## src/rtl/bitstream_loader_if.sv

```systemverilog
// bitstream_loader_if: word handshake, serial stream and status bundle for bitstream_loader
// master: configuration controller / word source (drives Start, WordIn, WordValid)
// slave: bitstream_loader (drives WordReady, SerialOut, StreamValidOut, Busy, LoadDone, CrcErr)
interface bitstream_loader_if #(
  parameter int WORD_W = 32
);
  logic Start;
  logic [WORD_W-1:0] WordIn;
  logic WordValid;
  logic WordReady;
  logic SerialOut;
  logic StreamValidOut;
  logic Busy;
  logic LoadDone;
  logic CrcErr;
  modport master (
    output Start, WordIn, WordValid,
    input WordReady, SerialOut, StreamValidOut, Busy, LoadDone, CrcErr
  );
  modport slave (
    input Start, WordIn, WordValid,
    output WordReady, SerialOut, StreamValidOut, Busy, LoadDone, CrcErr
  );
endinterface

```

## src/rtl/bitstream_loader.sv

```systemverilog
// bitstream_loader: serializes configuration words MSB-first into exactly CFG_SIZE valid stream bits
// Ports: clk; rst (asynchronous, active-high); b (bitstream_loader_if.slave): Start, WordIn,
//   WordValid in; WordReady (decoded from state), SerialOut, StreamValidOut, Busy, LoadDone,
//   CrcErr out (registered).
// Option: define BITSTREAM_LOADER_CRC_EN to follow the stream with a CRC-8 (poly 0x07) check word.
module bitstream_loader #(
  parameter int CFG_SIZE = 100,
  parameter int WORD_W = 32
) (
  input logic clk,
  input logic rst,
  bitstream_loader_if.slave b
);
  localparam int BW = $clog2(CFG_SIZE + 1);
  localparam int CW = $clog2(WORD_W + 1);
`ifdef BITSTREAM_LOADER_CRC_EN
  typedef enum logic [2:0] {IDLE, WAIT_WORD, SHIFT, CRC_WORD, DONE} state_t;
`else
  typedef enum logic [1:0] {IDLE, WAIT_WORD, SHIFT, DONE} state_t;
`endif
  state_t state, nxt;
  logic [WORD_W-1:0] sr, sr_n;
  logic [CW-1:0] cnt, cnt_n;
  logic [BW-1:0] bits, bits_n;
  logic signed [31:0] rem;
  logic start_acc, word_hs, last_bit;
  logic so_n, svo_n, busy_n, done_n;
  assign start_acc = (state == IDLE || state == DONE) && b.Start;
  assign word_hs = state == WAIT_WORD && b.WordValid;
  assign last_bit = state == SHIFT && cnt == CW'(1);
  assign rem = CFG_SIZE - int'(bits);
`ifdef BITSTREAM_LOADER_CRC_EN
  logic [7:0] crc, crc_n;
  logic err_n, crc_hs;
  assign crc_hs = state == CRC_WORD && b.WordValid;
  assign b.WordReady = state == WAIT_WORD || state == CRC_WORD;
`else
  assign b.WordReady = state == WAIT_WORD;
  assign b.CrcErr = 1'b0;
`endif
  // rem == 1 on the last word bit means this bit completes the load
  always_comb begin
    nxt = state;
    case (state)
      IDLE, DONE: nxt = b.Start ? WAIT_WORD : state;
      WAIT_WORD: nxt = b.WordValid ? SHIFT : WAIT_WORD;
`ifdef BITSTREAM_LOADER_CRC_EN
      SHIFT: nxt = !last_bit ? SHIFT : rem == 1 ? CRC_WORD : WAIT_WORD;
      CRC_WORD: nxt = b.WordValid ? DONE : CRC_WORD;
`else
      SHIFT: nxt = !last_bit ? SHIFT : rem == 1 ? DONE : WAIT_WORD;
`endif
      default: nxt = IDLE;
    endcase
  end
  // Outputs are computed for the next state so every stream/status output comes from a flop
  always_comb begin
    sr_n = word_hs ? b.WordIn : state == SHIFT ? sr << 1 : sr;
    cnt_n = word_hs ? CW'(rem < WORD_W ? rem : WORD_W) : state == SHIFT ? cnt - CW'(1) : cnt;
    bits_n = start_acc ? '0 : state == SHIFT ? bits + BW'(1) : bits;
    so_n = nxt == SHIFT && sr_n[WORD_W-1];
    svo_n = nxt == SHIFT;
    busy_n = nxt != IDLE && nxt != DONE;
    done_n = nxt == DONE;
`ifdef BITSTREAM_LOADER_CRC_EN
    crc_n = start_acc ? 8'h00 : state == SHIFT ?
            {crc[6:0], 1'b0} ^ ((crc[7] ^ sr[WORD_W-1]) ? 8'h07 : 8'h00) : crc;
    err_n = start_acc ? 1'b0 : crc_hs ? b.WordIn[7:0] != crc : b.CrcErr;
`endif
  end
  always_ff @(posedge clk or posedge rst)
    if (rst) begin
      state <= IDLE;
      sr <= '0;
      cnt <= '0;
      bits <= '0;
      b.SerialOut <= 1'b0;
      b.StreamValidOut <= 1'b0;
      b.Busy <= 1'b0;
      b.LoadDone <= 1'b0;
`ifdef BITSTREAM_LOADER_CRC_EN
      crc <= 8'h00;
      b.CrcErr <= 1'b0;
`endif
    end else begin
      state <= nxt;
      sr <= sr_n;
      cnt <= cnt_n;
      bits <= bits_n;
      b.SerialOut <= so_n;
      b.StreamValidOut <= svo_n;
      b.Busy <= busy_n;
      b.LoadDone <= done_n;
`ifdef BITSTREAM_LOADER_CRC_EN
      crc <= crc_n;
      b.CrcErr <= err_n;
`endif
    end
endmodule

```

## src/flat_wrapper.sv

```systemverilog
// flat-port wrapper written by rule: the top's interface ports become plain ports
module bitstream_loader_flat 
#(
  parameter int CFG_SIZE = 100,
  parameter int WORD_W = 32
)
  (clk, rst, b_Start, b_WordIn, b_WordValid, b_WordReady, b_SerialOut, b_StreamValidOut, b_Busy, b_LoadDone, b_CrcErr);
  bitstream_loader_if #(.WORD_W(WORD_W)) b_i ();
  input logic clk;
  input logic rst;
  input wire logic [$bits(b_i.Start)-1:0] b_Start;
  input wire logic [$bits(b_i.WordIn)-1:0] b_WordIn;
  input wire logic [$bits(b_i.WordValid)-1:0] b_WordValid;
  output wire logic [$bits(b_i.WordReady)-1:0] b_WordReady;
  output wire logic [$bits(b_i.SerialOut)-1:0] b_SerialOut;
  output wire logic [$bits(b_i.StreamValidOut)-1:0] b_StreamValidOut;
  output wire logic [$bits(b_i.Busy)-1:0] b_Busy;
  output wire logic [$bits(b_i.LoadDone)-1:0] b_LoadDone;
  output wire logic [$bits(b_i.CrcErr)-1:0] b_CrcErr;
  assign b_i.Start = b_Start;
  assign b_i.WordIn = b_WordIn;
  assign b_i.WordValid = b_WordValid;
  assign b_WordReady = b_i.WordReady;
  assign b_SerialOut = b_i.SerialOut;
  assign b_StreamValidOut = b_i.StreamValidOut;
  assign b_Busy = b_i.Busy;
  assign b_LoadDone = b_i.LoadDone;
  assign b_CrcErr = b_i.CrcErr;
  bitstream_loader #(.CFG_SIZE(CFG_SIZE), .WORD_W(WORD_W)) u_core (.clk(clk), .rst(rst), .b(b_i));
endmodule
```

## config.mk

```make
export PLATFORM = sky130hd
export DESIGN_NAME = bitstream_loader_flat
export DESIGN_NICKNAME = d
export VERILOG_FILES = /design/src/rtl/bitstream_loader_if.sv /design/src/rtl/bitstream_loader.sv /design/src/flat_wrapper.sv
export SDC_FILE = /design/constraint.sdc
export NUM_CORES = 1
export LEC_CHECK = 0
export ABC_AREA = 1
export CAP_MARGIN = 20
export CORE_UTILIZATION = 55
export CTS_BUF_LIST = sky130_fd_sc_hd__clkbuf_8
export DETAILED_ROUTE_END_ITERATION = 10
export PLACE_DENSITY = 0.8
export REMOVE_ABC_BUFFERS = 1
export SYNTH_ARGS = -nofsm -noshare
export SYNTH_HDL_FRONTEND = slang
export SYNTH_SLANG_ARGS = --single-unit
```

## constraint.sdc

```tcl
create_clock -name clk -period 2.5 [get_ports clk]
set_input_delay 0.375 -clock clk [delete_from_list [all_inputs] [get_ports clk]]
set_output_delay 0.375 -clock clk [all_outputs]
set_load 0.005 [all_outputs]
```

==> results.json <==
{
  "synth_top_area_cell": "dfrtp_1",
  "viasPerCell": 5.37,
  "period_share_pct": 82.0,
  "clk_latency_ns": 0.32,
  "num_vias": 2030,
  "critPathMaxFanout": 8,
  "setup_slack_ns": 0.450,
  "gp_congestion": 0.852,
  "cts_resized": 0,
  "n_antenna_cell": 0,
  "avgSynthCellArea_um2": 8.71,
  "cts_root_buf": "clkbuf_8",
  "p_per_area_nw_per_um2": 1090,
  "max_clock_freq_ghz": 0.488,
  "start_kind": "flop",
  "tightestPinTransition_ns": 0.622,
  "final_layout_size_suffix_gt1_share_pct": 8.90,
  "post-place-ws_ns": 0.450,
  "drtIter0Drc": 91,
  "ys_seq_elements": 51,
  "holdCritPathClass": "flop to flop",
  "worstPathArrival_ns": 2.27,
  "wl_mm": 4.75,
  "drc": 0,
  "holdCritStartpoint": "u_core.sr[2]",
  "synth-edff-count": 0,
  "postCtsSetupRepairBufs": 0,
  "multiInputGateArea_um2": 1060,
  "synth_cells": 286,
  "relSlewSlack_pct": 58.5,
  "path_clk_slew_ns": 0.10,
  "async_flop_share_pct": 100,
  "finClkSkew_ns": 0.0103,
  "core_area_um2": 4350,
  "drt-pass1-iter-count": 4,
  "slew_violations": 0,
  "grt_util_met1_pct": 28.7,
  "worstPathBufferInverterCount": 3,
  "grt_overflow": 0,
  "final-hold-violation-count": 0,
  "grt_pass1_wl_mm": 8.47,
  "grt_util_met2_pct": 36.1,
  "ctsLongestPathBuffers": 2,
  "place_area_um2": 2940,
  "top_usage_layer": "met2",
  "cpMaxStageDelayCell": "dfrtp_1",
  "crit_path_start": "u_core.state[0]",
  "cts_tree": "yes",
  "std_cell_rows": 24,
  "io_buffers": 40,
  "crit_type": "flop to flop",
  "area_growth_pct": 21.9,
  "grt_usage_pct": 22.0,
  "ys_seq_area_share_pct": 51.3,
  "hold_buffers": 0,
  "critPathMaxStageDelay_ns": 0.40,
  "wire_per_inst_um": 12.6,
  "grt_pass1_vias": 1922,
  "synth_ff_type": "dfrtp_1",
  "synth_cell_types": 32,
  "setup_tns_ns": 0,
  "end_kind": "flop",
  "start_util_pct": 57.2,
  "nets": 369,
  "required_ns": 2.72,
  "synth_area_leaders": "dfrtp_1, nand2_1, a22oi_1",
  "cp_top_family": "adder cells",
  "finalInstanceArea_um2": 3040,
  "die_area_um2": 4800,
  "regArea_um2": 1280,
  "antenna_found_initial": 0,
  "maxCapViolations": 0,
  "chipHeight_um": 69.3,
  "place_hpwl_mm": 3.24,
  "timing.rr.start": "u_core.state[0]",
  "pin_count": 42,
  "die_w_um": 69.3,
  "max-vdd-ir-drop_mv": 0.517,
  "fillCellCount": 335,
  "outcome": "complete, no violations",
  "syn_area_um2": 2490,
  "crit_path_cell_trace": "inv_1 > ha_1 > inv_2 > nor3_1 > nand2_1 > a32oi_1 > inv_1 > ha_1 > and2_1",
  "grt_max_degree": 52,
  "drt.antenna.violating_nets": 0,
  "setup_violations": 0,
  "met3_usage_pct": 5.23,
  "period_needed_ns": 2.05,
  "htreeDepth": 2,
  "rsz0062_at_grt": "false",
  "cts_made_buffers": 5,
  "synth.top_cell.area_share_pct": 51.3,
  "leakagePower_nw": 1.47,
  "ys_warn_count": 0,
  "cts.sinks": 51
}
## placed cells by master, fill, tap and decap left out, types with 2 or more instances in the layout
cell,instances
nand2_1,99
dfrtp_1,51
clkdlybuf4s50_1,40
a22oi_1,30
inv_1,19
nor2_1,11
a21oi_1,8
ha_1,8
nand3_1,6
inv_2,5
nand2_2,5
o21ai_1,5
clkbuf_8,5
nor3_1,4
nor2_2,3
o21ai_0,3
buf_4,3
xor2_1,2
nor3_2,2
## logic make-up (layout without fill, tap and decap cells)
| group | count (synthesis) | after routing | share of synthesized area (%) |
|---|---|---|---|
| xor+xnor | 3 | 3 | 1.06 |
| flops | 51 | 51 | 51.3 |
| fa+ha+maj | 8 | 8 | 4.02 |
| buf+inv | 36 | 76 | 6.08 |
| simple gates | 134 | 134 | 22.4 |
| other cells | 1 | 1 | 0.151 |
| compound gates | 53 | 53 | 15.0 |
## where the power goes
| part | total [mW] | leakage (nW) | switching, mW | internal (mW) |
|---|---|---|---|---|
| clock network | 0.510 | 0.0463 | 0.304 | 0.206 |
| logic | 1.41 | 0.776 | 0.825 | 0.589 |
| registers | 1.37 | 0.650 | 0.200 | 1.17 |
| total | 3.30 | 1.47 | 1.33 | 1.97 |
## layer usage
layer	routed length, um	vias up
li1	-	1014
met1	2260	963
met2	2220	45
met3	200	8
met4	68	0
met5	0	-
## synth_stat cells (3+ instances only)
| cell | n |
|---|---|
| nand2_2 | 5 |
| nand2_1 | 99 |
| o21ai_0 | 3 |
| dfrtp_1 | 51 |
| nor3_1 | 4 |
| a22oi_1 | 30 |
| clkbuf_1 | 3 |
| nand3_1 | 6 |
| inv_2 | 4 |
| inv_1 | 20 |
| a21oi_1 | 8 |
| ha_1 | 8 |
| o21ai_1 | 5 |
| buf_2 | 7 |
| nor2_1 | 12 |
## tightest hold or removal path, delay by kind of cell, from the launching register on
kind / cells / cell delay (ns)
simple gates: 2 / 0.10
flops: 1 / 0.35
## state kept, by name (all words and copies together) (netlist names)
name	cells
u_core.sr	32
u_core.bits	7
u_core.cnt	6
u_core.state	2
u_core.b.Busy	1
u_core.b.LoadDone	1
u_core.b.SerialOut	1
u_core.b.StreamValidOut	1
## final timing paths
check                           slack (ns)                  to  cells after the start
worst max-delay path                  0.45  u_core.b.SerialOut                      9
worst min-delay path                  0.49        u_core.sr[2]                      2
worst max register to register        0.45  u_core.b.SerialOut                      9
worst min register to register        0.49        u_core.sr[2]                      2
max in group asynchronous             1.54      u_core.bits[4]                      3
min in group asynchronous             0.53       u_core.sr[27]                      3
## cell type report
cell class	count	share of cell area, %
clock inverters	3	0.907
well taps	52	2.14
repair buffers	44	14.6
inverters	24	2.97
flip-flops and latches	51	42.0
clock buffers	5	2.27
multi-input cells	199	35.1
## stage by stage
step / power (mW) / hold WS, ns / util [%] / instances
4_1_cts: 3.32 / 0.492 / 69.7 / 378
3_3_place_gp: 2.75 / 0.462 / 67.5 / 370
3_5_place_dp: 2.81 / 0.465 / 67.5 / 370
2_1_floorplan: 2.33 / 0.449 / - / 274
6_report: 3.30 / 0.487 / 69.7 / 378
5_1_grt: 3.61 / 0.513 / 69.7 / 378
(Power assumes the default switching activity.)
